===== config.mk =====
export PLATFORM = sky130hd
export DESIGN_NAME = alu_serial
export DESIGN_NICKNAME = d
export VERILOG_FILES = /design/src/rtl/alu_serial.sv
export SDC_FILE = /design/constraint.sdc
export NUM_CORES = 1
export LEC_CHECK = 0
export BUFFER_PORTS_ARGS = -buffer_cell sky130_fd_sc_hd__buf_2
export CAP_MARGIN = 5
export CORE_ASPECT_RATIO = 2
export CORE_MARGIN = 2
export CORE_UTILIZATION = 49
export CTS_BUF_LIST = sky130_fd_sc_hd__clkbuf_16
export CTS_CLUSTER_DIAMETER = 200
export DETAILED_ROUTE_END_ITERATION = 7
export MAX_ROUTING_LAYER = met4
export PLACE_DENSITY = 0.76
export SYNTH_ARGS = -nofsm -noshare
export SYNTH_HDL_FRONTEND = slang
export SYNTH_SLANG_ARGS = --single-unit

===== constraint.sdc =====
create_clock -name clk -period 5.5 [get_ports clk]
set_input_delay 0.55 -clock clk [delete_from_list [all_inputs] [get_ports clk]]
set_output_delay 0.55 -clock clk [all_outputs]
set_load 0.01 [all_outputs]

===== src/rtl/alu_serial.sv =====
// alu_serial: digit-serial ALU that works through DIGIT bits per clock from the LSB, with valid/ready on both sides.
// Optional ALU_SERIAL_B2B_EN: accept the next operation on the same edge that a result is taken.
module alu_serial #(
    parameter int WIDTH = 16,
    parameter int DIGIT = 4
) (
    input  logic             clk,
    input  logic             rst_n,
    input  logic             in_valid,
    output logic             in_ready,
    input  logic [2:0]       op,
    input  logic [WIDTH-1:0] a,
    input  logic [WIDTH-1:0] b,
    input  logic             c_in,
    output logic             out_valid,
    input  logic             out_ready,
    output logic [WIDTH-1:0] result,
    output logic             c_out,
    output logic             zero,
    output logic             neg,
    output logic             ovf
);
    localparam int N = WIDTH / DIGIT;
    localparam int CW = (N > 1) ? $clog2(N) : 1;
    localparam int IW = (WIDTH > 1) ? $clog2(WIDTH) : 1;
    localparam logic [CW-1:0] LAST = CW'(N - 1);

    if (WIDTH % DIGIT != 0) begin : g_bad_digit
        $error("alu_serial: WIDTH must be a multiple of DIGIT");
    end

    typedef enum logic [1:0] {IDLE, RUN, DONE} state_t;

    state_t           state_q, state_d;
    logic [2:0]       op_q;
    logic [WIDTH-1:0] a_q, b_q, res_q, res_d;
    logic             carry_q, carry_d;
    logic [CW-1:0]    cnt_q, cnt_d;
    logic             out_valid_q, c_out_q, zero_q, neg_q, ovf_q;
    logic             accept, last, arith, dig_ovf;
    logic [IW-1:0]    base;
    logic [DIGIT-1:0] a_dig, b_dig, bx_dig, slice;
    logic [DIGIT:0]   sum;

`ifdef ALU_SERIAL_B2B_EN
    assign in_ready = (state_q == IDLE) || (state_q == DONE && out_ready);
`else
    assign in_ready = (state_q == IDLE);
`endif
    assign accept    = in_valid && in_ready;
    assign last      = (cnt_q == LAST);
    assign base      = IW'(int'(cnt_q) * DIGIT);
    assign a_dig     = a_q[base +: DIGIT];
    assign b_dig     = b_q[base +: DIGIT];
    assign arith     = (op_q[2:1] == 2'b00);
    assign bx_dig    = op_q[0] ? ~b_dig : b_dig;
    assign sum       = {1'b0, a_dig} + {1'b0, bx_dig} + {{DIGIT{1'b0}}, carry_q};
    // carry into the MSB is recovered from the MSB's own sum bit
    assign dig_ovf   = a_dig[DIGIT-1] ^ bx_dig[DIGIT-1] ^ sum[DIGIT-1] ^ sum[DIGIT];

    assign out_valid = out_valid_q;
    assign result    = res_q;
    assign c_out     = c_out_q;
    assign zero      = zero_q;
    assign neg       = neg_q;
    assign ovf       = ovf_q;

    always_comb begin
        case (op_q)
            3'b000, 3'b001: slice = sum[DIGIT-1:0];
            3'b010:         slice = a_dig & b_dig;
            3'b011:         slice = a_dig | b_dig;
            3'b100:         slice = a_dig ^ b_dig;
            3'b101:         slice = ~(a_dig | b_dig);
            3'b110:         slice = a_dig;
            default:        slice = ~b_dig;
        endcase
    end

    always_comb begin
        state_d = state_q;
        cnt_d   = cnt_q;
        carry_d = carry_q;
        res_d   = res_q;
        if (accept) begin
            cnt_d   = '0;
            carry_d = c_in;
        end
        case (state_q)
            IDLE: state_d = accept ? RUN : IDLE;
            RUN: begin
                res_d[base +: DIGIT] = slice;
                carry_d = sum[DIGIT];
                cnt_d   = last ? '0 : cnt_q + 1'b1;
                state_d = last ? DONE : RUN;
            end
            DONE: state_d = out_ready ? (accept ? RUN : IDLE) : DONE;
            default: state_d = IDLE;
        endcase
    end

    always_ff @(posedge clk or negedge rst_n) begin
        if (!rst_n) begin
            state_q     <= IDLE;
            op_q        <= '0;
            a_q         <= '0;
            b_q         <= '0;
            res_q       <= '0;
            carry_q     <= 1'b0;
            cnt_q       <= '0;
            out_valid_q <= 1'b0;
            c_out_q     <= 1'b0;
            zero_q      <= 1'b0;
            neg_q       <= 1'b0;
            ovf_q       <= 1'b0;
        end else begin
            state_q     <= state_d;
            res_q       <= res_d;
            carry_q     <= carry_d;
            cnt_q       <= cnt_d;
            out_valid_q <= (state_d == DONE);
            if (accept) begin
                op_q <= op;
                a_q  <= a;
                b_q  <= b;
            end
            if (state_q == RUN && last) begin
                c_out_q <= arith & sum[DIGIT];
                ovf_q   <= arith & dig_ovf;
                zero_q  <= (res_d == '0);
                neg_q   <= res_d[WIDTH-1];
            end
        end
    end
endmodule


==> impl_metrics.json, run 1 <==
{
  "cts_root_buf": "clkbuf_16",
  "setup.worst_path.end_class": "flip-flop",
  "drtIter0Drc": 82,
  "clk_pin_slew_worst_paths_ps": 50,
  "syn_to_final_growth_pct": 20.76,
  "dp.final_hpwl_um": 5105,
  "multi_input_area_mm2": 0.001578,
  "cts_hold_buf": 0,
  "hold_class": "input pin to async pin",
  "path_buf_inv": 1,
  "grt_max_degree": 62,
  "wire_per_inst_um": 15.63,
  "syn_nets": 336,
  "finalSetupViolCount": 0,
  "rsz0062_at_grt": "false",
  "synth-async-reset-ratio": 1.000,
  "critPathMaxFanout": 15,
  "yosys-top-cells-area": "dfrtp_1 48%, mux2_2 12%, ha_1 7.0%",
  "synth_flop_cell": "dfrtp_1",
  "path_delay_family": "multiplexers",
  "design.portCount": 62,
  "synth_commonest_cells": "61 x dfrtp_1, 35 x mux2_2, 30 x nand2_1, 21 x o21ai_0, 18 x ha_1",
  "drv_cap": 0,
  "yosysTopAreaCell": "dfrtp_1",
  "fin_cells": 430,
  "netlist_area_mm2": 0.003213,
  "die_h_um": 118.5,
  "dieArea_mm2": 0.007261,
  "critPathRequiredTime_ps": 5720,
  "antenna_found_initial": 0,
  "die_x_um": 61.26,
  "p_sw_frac": 0.4109,
  "seqPwrFrac": 0.280,
  "yosys.cell_types.count": 43,
  "drc": 0,
  "grt_pass1_wl_um": 11400,
  "final_max_slew_viol_count": 0,
  "fp-row-count": 41,
  "n_fill_cell": 529,
  "relSlewSlack": 0.5100,
  "drt_first_pass_iters": 4,
  "arrival_ps": 4010,
  "period_share": 0.6888,
  "vdd.ir_drop.worst_mv": 0.4576,
  "cts_max_level": 3,
  "grt_use_total": 0.2192,
  "cts_resized": 0,
  "synth.yosys.seq_area_share": 0.4751,
  "period_minus_slack_ps": 3789,
  "clk_latency_ps": 330,
  "synth.most_common_cell": "dfrtp_1",
  "pwr-share-comb": 0.545,
  "synth_area_per_cell_um2": 11.64,
  "detail-route-antenna-nets": 0,
  "clockBufferDepth": 2,
  "synth-edff-count": 0,
  "vias_per_cell": 5.507,
  "hold_viol_final": 0,
  "slowest_stage": "dfrtp_1",
  "yosys_warnings": 0,
  "core_area_mm2": 0.006310,
  "cts_setup_buffers": 0,
  "fmax_ghz": 0.2639,
  "seqCellArea_mm2": 0.001526,
  "clock_sinks": 61,
  "status": "finished, final reports clean",
  "fin_worst_skew_ps": 7.844,
  "cts_tree": "done",
  "grt_overflow": 0,
  "power_switching_mw": 1.230,
  "vias": 2368,
  "layout-drive-gt1-share": 0.3663,
  "p_int_mw": 1.764,
  "pwr-share-clk": 0.176,
  "worstPathCellList": "mux4_2 -> xnor2_1 -> fa_1 -> inv_1 -> fa_1 -> mux4_2 -> a21oi_2 -> a31oi_1 -> o41ai_2",
  "dp.cells": 414,
  "synth_top_area_share": 0.4751,
  "tightest_slew_ps": 735.0,
  "worstSetupStartpointType": "flip-flop",
  "drt-total-wl_um": 6722,
  "cts_buffers": 9,
  "synth_seq_cells": 61,
  "path_class": "flip-flop to flip-flop",
  "powerDensity_mw_per_mm2": 771.7,
  "port_buffers": 61,
  "syn_inst": 276,
  "slowest_delay_ps": 800,
  "finalSetupTns_ps": 0,
  "initial_utilization": 0.5092,
  "grt_pass1_vias": 2524,
  "leakage_nw": 1.841,
  "place.gp.congestion": 0.9120,
  "n_antenna_cell": 0,
  "fin_nets": 399
}
-- through the flow --
stage | setup WS [ps] | util | instance area (µm²) | hold slack [ps] | total power, mW
after floorplan | 2044 | - | 3213 | 254.4 | 2.045
after global placement | 1801 | 0.5699 | 3596 | 459.9 | 2.409
after detailed placement | 1717 | 0.5699 | 3596 | 467.5 | 2.467
after CTS | 1698 | 0.6149 | 3880 | 392.9 | 3.005
after global routing | 1489 | 0.6149 | 3880 | 454.1 | 3.248
final | 1711 | 0.6149 | 3880 | 370.2 | 2.994
-- sequential cells by signal, indices dropped and copies added (netlist names) --
signal,cells
ovf,1
b_q,16
a_q,16
op_q,3
state_q,2
c_out,1
cnt_q,2
out_valid,1
carry_q,1
neg,1
result,16
zero,1
-- cell families (layout without fill, tap and decap cells) --
kind of cell | after synthesis | in the layout | share of synthesized area
AOI/OAI and AO/OA | 51 | 51 | 0.1001
xor gates and xnor gates | 6 | 6 | 0.01636
adders and majority gates | 20 | 20 | 0.08256
buffers and inverters | 28 | 96 | 0.03388
DFF | 61 | 61 | 0.4751
muxes | 47 | 47 | 0.1990
and+or+nand+nor | 63 | 63 | 0.09307
-- power by group through the flow --
| stage | logic [mW] | clock network, mW | registers (mW) |
|---|---|---|---|
| after floorplan | 1.27 | 0 | 0.772 |
| after global placement | 1.57 | 0 | 0.840 |
| after detailed placement | 1.62 | 0 | 0.849 |
| after CTS | 1.63 | 0.536 | 0.841 |
| after global routing | 1.82 | 0.555 | 0.869 |
| final | 1.63 | 0.527 | 0.837 |
-- cells in the final DEF, fill, tap and decap left out, types with 3 or more instances in the layout --
master / n
dfrtp_1: 61
buf_2: 61
mux2_2: 35
nand2_1: 30
o21ai_0: 21
ha_1: 18
inv_1: 17
nor2_1: 11
mux4_2: 10
clkbuf_16: 9
a21oi_1: 8
xnor2_1: 4
nor3_1: 3
o211ai_1: 3
o21ai_1: 3
-- per-layer routing --
| metal | GRT usage | up-vias | part of all wire |
|---|---|---|---|
| li1 | - | 1113 | - |
| met1 | 0.2200 | 1162 | 0.35 |
| met2 | 0.3610 | 70 | 0.57 |
| met3 | 0.04267 | 23 | 0.036 |
| met4 | 0.1467 | 0 | 0.048 |
| met5 | - | - | 0 |
-- worst register-to-register path, delay by kind of cell, from the launching register on --
family	cells	cell delay, ps
fa+ha+maj	2	820
buf+inv	1	80
xor+xnor	1	160
mux	2	1130
flops	1	800
compound gates	3	690
-- area by class of cell --
| class | count | area share |
|---|---|---|
| Multi-Input combinational cell | 187 | 0.4066 |
| Clock buffer | 9 | 0.05805 |
| Tap cell | 86 | 0.02773 |
| Inverter | 17 | 0.01645 |
| Timing Repair Buffer | 63 | 0.08255 |
| Clock inverter | 7 | 0.01516 |
| Sequential cell | 61 | 0.3934 |
-- path summary, 6_finish.rpt --
path / startpoint / end / slack (ps) / cells after the start
setup / recovery: cnt_q[0] / zero / 1710 / 9
hold / removal: rst_n / a_q[13] / 370 / 2
setup reg to reg: cnt_q[0] / zero / 1710 / 9
hold reg to reg: c_out / c_out / 470 / 2
max in group asynchronous: rst_n / b_q[1] / 4640 / 2
min in group clk: op[1] / op_q[1] / 440 / 3
(Power assumes the default switching activity.)
==> run 2: changes to the inputs <==
clock period = 3.6 ns   (was 5.5 ns; I/O delays follow)
==> run 2 against run 1 <==
Effect of this change:
- wire length up 5.9%
- flip-flop and latch count unchanged
- clock skew about the same
- sequential power up 48%
- critical path depth up 1
- core utilization down 0.22 points
- combinational power up 61%
- maximum frequency up 16%
- count of clock-buffer cells in the layout unchanged
- critical endpoint unchanged
- highest routed layer unchanged
==> impl_metrics.json, run 2 (same netlist as run 1, synthesis figures left out) <==
{
  "status": "finished, final reports clean",
  "die_h_um": 118.5,
  "critPathMaxFanout": 14,
  "finalSetupViolCount": 0,
  "core_area_mm2": 0.006310,
  "clock_sinks": 61,
  "vias": 2369,
  "design.portCount": 62,
  "cts_setup_buffers": 0,
  "slowest_delay_ps": 560,
  "dieArea_mm2": 0.007261,
  "vdd.ir_drop.worst_mv": 0.5925,
  "relSlewSlack": 0.5517,
  "vias_per_cell": 5.497,
  "cts_tree": "done",
  "fin_cells": 431,
  "drc": 0,
  "cts_resized": 0,
  "drt_first_pass_iters": 4,
  "final_cell_mix": "61 x dfrtp_1, 61 x buf_2, 35 x mux2_2",
  "setup.worst_path.end_class": "flip-flop",
  "die_x_um": 61.26,
  "clk_pin_slew_worst_paths_ps": 50,
  "hold_class": "input pin to async pin",
  "grt_overflow": 0,
  "grt_pass1_wl_um": 11650,
  "finalSetupTns_ps": 0,
  "critical_path_cell_count": 10,
  "grt_use_total": 0.2280,
  "arrival_ps": 3500,
  "layout-drive-gt1-share": 0.3652,
  "leakage_nw": 1.835,
  "critPathRequiredTime_ps": 3830,
  "rsz0062_at_grt": "false",
  "clk_latency_ps": 330,
  "r2r_slack_ps": 330,
  "dp.cells": 417,
  "port_buffers": 61,
  "cts_buffers": 9,
  "drt-total-wl_um": 7118,
  "final_max_slew_viol_count": 0,
  "cp-endpoint": "zero",
  "tightest_slew_ps": 672.5,
  "reg2regPathDepth": 10,
  "period_minus_slack_ps": 3266,
  "syn_to_final_growth_pct": 20.33,
  "wire_per_inst_um": 16.52,
  "period_share": 0.9071,
  "path_delay_family": "multiplexers",
  "worstPathCellList": "buf_4 -> mux4_2 -> inv_1 -> fa_1 -> inv_1 -> fa_1 -> mux4_2 -> a21oi_2 -> a31oi_1 -> o41ai_2",
  "slowest_stage": "mux4_2",
  "dp.final_hpwl_um": 5530,
  "place.gp.congestion": 0.8822,
  "path_class": "flip-flop to flip-flop",
  "drv_cap": 0,
  "initial_utilization": 0.5092,
  "path_buf_inv": 3,
  "fp-row-count": 41,
  "fin_nets": 402,
  "powerDensity_mw_per_mm2": 1186,
  "cts_root_buf": "clkbuf_16",
  "antenna_found_initial": 0,
  "cts_hold_buf": 0,
  "hold_viol_final": 0,
  "n_antenna_cell": 0,
  "crit_path_start": "cnt_q[0]",
  "r2r_start": "cnt_q[0]",
  "grt_pass1_vias": 2510,
  "fin_worst_skew_ps": 7.957,
  "detail-route-antenna-nets": 0,
  "fmax_ghz": 0.3062,
  "cts_max_level": 3,
  "worstSetupStartpointType": "flip-flop",
  "drtIter0Drc": 71,
  "grt_max_degree": 38,
  "reg2reg_to": "zero",
  "clockBufferDepth": 2
}
[run 2: cell types whose count changed in the layout (fill, tap and decap cells not counted), sizes merged]
cell,delta
clkinv,-1
buf,+3
bufinv,-1
[run 2: metal layers]
| metal | share of wire | routed length, µm | global-route usage |
|---|---|---|---|
| met1 | 0.34 | 2399 | 0.2194 |
| met2 | 0.58 | 4104 | 0.3890 |
| met3 | 0.044 | 310 | 0.05580 |
| met4 | 0.043 | 303 | 0.1291 |
| met5 | 0 | 0 | - |
[run 2: area by class of cell]
cell class,instances,area (µm²)
clock buffer,9,225.2
clock inverter,5,22.52
fill,533,2444
inverter,17,63.81
multi-input combinational,187,1578
sequential,61,1526
tap,86,107.6
timing repair buffer,66,342.8
[run 2: where the power goes]
part           total, mW  leakage, nW  internal, mW  switching, mW
logic               2.62        0.949          1.22           1.41
registers           1.24        0.761          1.00          0.243
clock network      0.721        0.125         0.445          0.276
[run 2: how the worst min path moves through the flow]
stage	end	slack, ps	cells after the start
6_report	a_q[8]	70	1
5_1_grt	a_q[8]	130	1
4_1_cts	a_q[8]	90	1
3_5_place_dp	a_q[8]	430	1
3_3_place_gp	a_q[8]	430	1
2_1_floorplan	a_q[0]	60	0
[run 2: worst reg2reg max path, delay by kind of cell (launching register included)]
kind,cells,cell delay [ps]
AOI/OAI and AO/OA,3,660
adders and majority gates,2,640
buffers and inverters,3,450
DFF,1,370
muxes,2,1050
[run 2: through the flow]
stage	util	hold WS [ps]	power [mW]	cell area (µm²)	worst slack, ps
3_3_place_gp	0.5735	434.3	3.728	3618	444.3
2_1_floorplan	-	64.41	3.125	3213	144.4
5_1_grt	0.6127	129.3	4.934	3866	105.5
6_report	0.6127	67.58	4.587	3866	334.4
4_1_cts	0.6127	91.17	4.595	3866	320.3
3_5_place_dp	0.5735	433.2	3.844	3618	330.5
==> run 3: changes to the inputs <==
RECOVER_POWER = 100   (was default)
==> run 3 against run 2 <==
Effect of this change:
- the flow now finishes with violations (capacitance limit, slew limit)
- cell area fell by 1.1%
- die area did not move
- register-to-register slack barely moved
- maximum frequency rose by 0.21%
- clock skew fell by 0.71 ps
- first-iteration DRC count fell by 20%
- critical path depth did not move
- critical path type unchanged
- critical endpoint unchanged
- highest routed layer unchanged
==> impl_metrics.json, run 3 (same netlist as run 1, synthesis figures left out) <==
{
  "drv_cap": 3,
  "clk_pin_slew_worst_paths_ps": 50,
  "hold_path.startpoint": "op[0]",
  "reg2reg_to": "zero",
  "r2r_start": "cnt_q[0]",
  "pwr-share-comb": 0.565,
  "failed_checks": "capacitance limit, slew limit",
  "multi_input_area_mm2": 0.001574,
  "finalSetupTns_ps": 0,
  "grt_pass1_wl_um": 11650,
  "drtIter0Drc": 57,
  "layout-drive-gt1-share": 0.2870,
  "grt_use_total": 0.2280,
  "dieArea_mm2": 0.007261,
  "die_h_um": 118.5,
  "tightest_slew_ps": 1842,
  "arrival_ps": 3490,
  "vias": 2372,
  "n_fill_cell": 556,
  "wire_per_inst_um": 16.42,
  "slowest_stage": "mux4_2",
  "drc": 0,
  "dp.cells": 417,
  "clk_latency_ps": 330,
  "core_area_mm2": 0.006310,
  "reg2regPathDepth": 10,
  "pwr-share-clk": 0.159,
  "critPathRequiredTime_ps": 3830,
  "critPathMaxFanout": 14,
  "fmax_ghz": 0.3069,
  "period_share": 0.9052,
  "clockBufferDepth": 2,
  "finalSetupViolCount": 0,
  "power_switching_mw": 1.907,
  "cts_setup_buffers": 0,
  "period_minus_slack_ps": 3259,
  "path_class": "flip-flop to flip-flop",
  "grt_overflow": 0,
  "power_mw": 4.523,
  "cts_root_buf": "clkbuf_16",
  "fin_cells": 431,
  "cts_max_level": 3,
  "slowest_delay_ps": 560,
  "seqPwrFrac": 0.275,
  "clock_sinks": 61,
  "p_sw_frac": 0.4217,
  "path_buf_inv": 3,
  "design.portCount": 62,
  "setup_slack_ps": 341.3,
  "hold_class": "input pin to flip-flop",
  "mostFrequentLayoutCell": "dfrtp_1",
  "vias_per_cell": 5.503,
  "holdPathEnd": "op_q[0]",
  "port_buffers": 61,
  "seqCellArea_mm2": 0.001526,
  "grt_max_degree": 38,
  "place.gp.congestion": 0.8822,
  "rsz0062_at_grt": "false",
  "cts_buffers": 9,
  "fin_nets": 402,
  "grt_pass1_vias": 2510,
  "initial_utilization": 0.5092,
  "p_int_mw": 2.615,
  "die_x_um": 61.26,
  "powerDensity_mw_per_mm2": 1183,
  "leakage_nw": 1.729,
  "final_cell_mix": "61 x dfrtp_1, 38 x buf_2, 35 x mux2_2",
  "final_max_slew_viol_count": 102,
  "worstPathCellList": "buf_4 -> mux4_2 -> inv_1 -> fa_1 -> inv_1 -> fa_1 -> mux4_2 -> a21oi_2 -> a31oi_1 -> o41ai_2",
  "fp-row-count": 41,
  "setup.worst_path.end_class": "flip-flop",
  "syn_to_final_growth_pct": 18.96,
  "antenna_found_initial": 0,
  "cts_resized": 0,
  "vdd.ir_drop.worst_mv": 0.5798,
  "dpl_worst_slack_ps": 330.5,
  "cts_hold_buf": 0,
  "status": "complete, but fails checks",
  "drt-total-wl_um": 7078,
  "n_antenna_cell": 0,
  "path_delay_family": "multiplexers",
  "detail-route-antenna-nets": 0,
  "r2r_slack_ps": 340,
  "dp.final_hpwl_um": 5530,
  "worstSetupStartpointType": "flip-flop",
  "hold_path_depth": 3,
  "fin_worst_skew_ps": 7.243,
  "drt_first_pass_iters": 4,
  "hold_viol_final": 0,
  "cts_tree": "done",
  "relSlewSlack": -0.2280
}
==> run 3: per-stage QoR <==
stage / area (µm²) / hold WS, ps / util
after CTS: 3866 / 91.17 / 0.6127
after detailed placement: 3618 / 433.2 / 0.5735
after floorplan: 3213 / 64.41 / -
after global placement: 3618 / 434.3 / 0.5735
after global routing: 3822 / 262.6 / 0.6058
final: 3822 / 255.9 / 0.6058
==> run 3: worst max-delay path by stage <==
stage             start  endpoint  depth (start not counted)
2_1_floorplan  cnt_q[0]      zero                         10
3_3_place_gp   cnt_q[0]      zero                          9
3_5_place_dp   cnt_q[0]      zero                         10
4_1_cts        cnt_q[0]      zero                         10
5_1_grt        cnt_q[0]      zero                         10
6_report       cnt_q[0]      zero                         10
==> run 3: final cells by class <==
type | count | area share
Sequential cell | 61 | 0.3993
Timing Repair Buffer | 66 | 0.07921
Clock inverter | 5 | 0.005892
Clock buffer | 9 | 0.05892
Tap cell | 86 | 0.02815
Multi-Input combinational cell | 187 | 0.4118
Inverter | 17 | 0.01669
==> run 3: power by group through the flow <==
stage                     clock, mW  combinational [mW]  sequential (mW)
after floorplan                   0                1.95             1.18
after global placement            0                2.48             1.25
after detailed placement          0                2.59             1.25
after CTS                     0.731                2.62             1.25
after global routing          0.761                2.83             1.29
final                         0.721                2.56             1.25
==> run 3: per-layer routing <==
metal / share of wire / track usage / up-vias
li1: - / - / 1115
met1: 0.34 / 0.2194 / 1166
met2: 0.58 / 0.3890 / 72
met3: 0.046 / 0.05580 / 19
met4: 0.035 / 0.1291 / 0
met5: 0 / - / -
==> run 3: tightest hold or removal path, cell delays in order <==
cell	delay [ps]
buf_2	80
nand2_1	40
o21ai_0	60
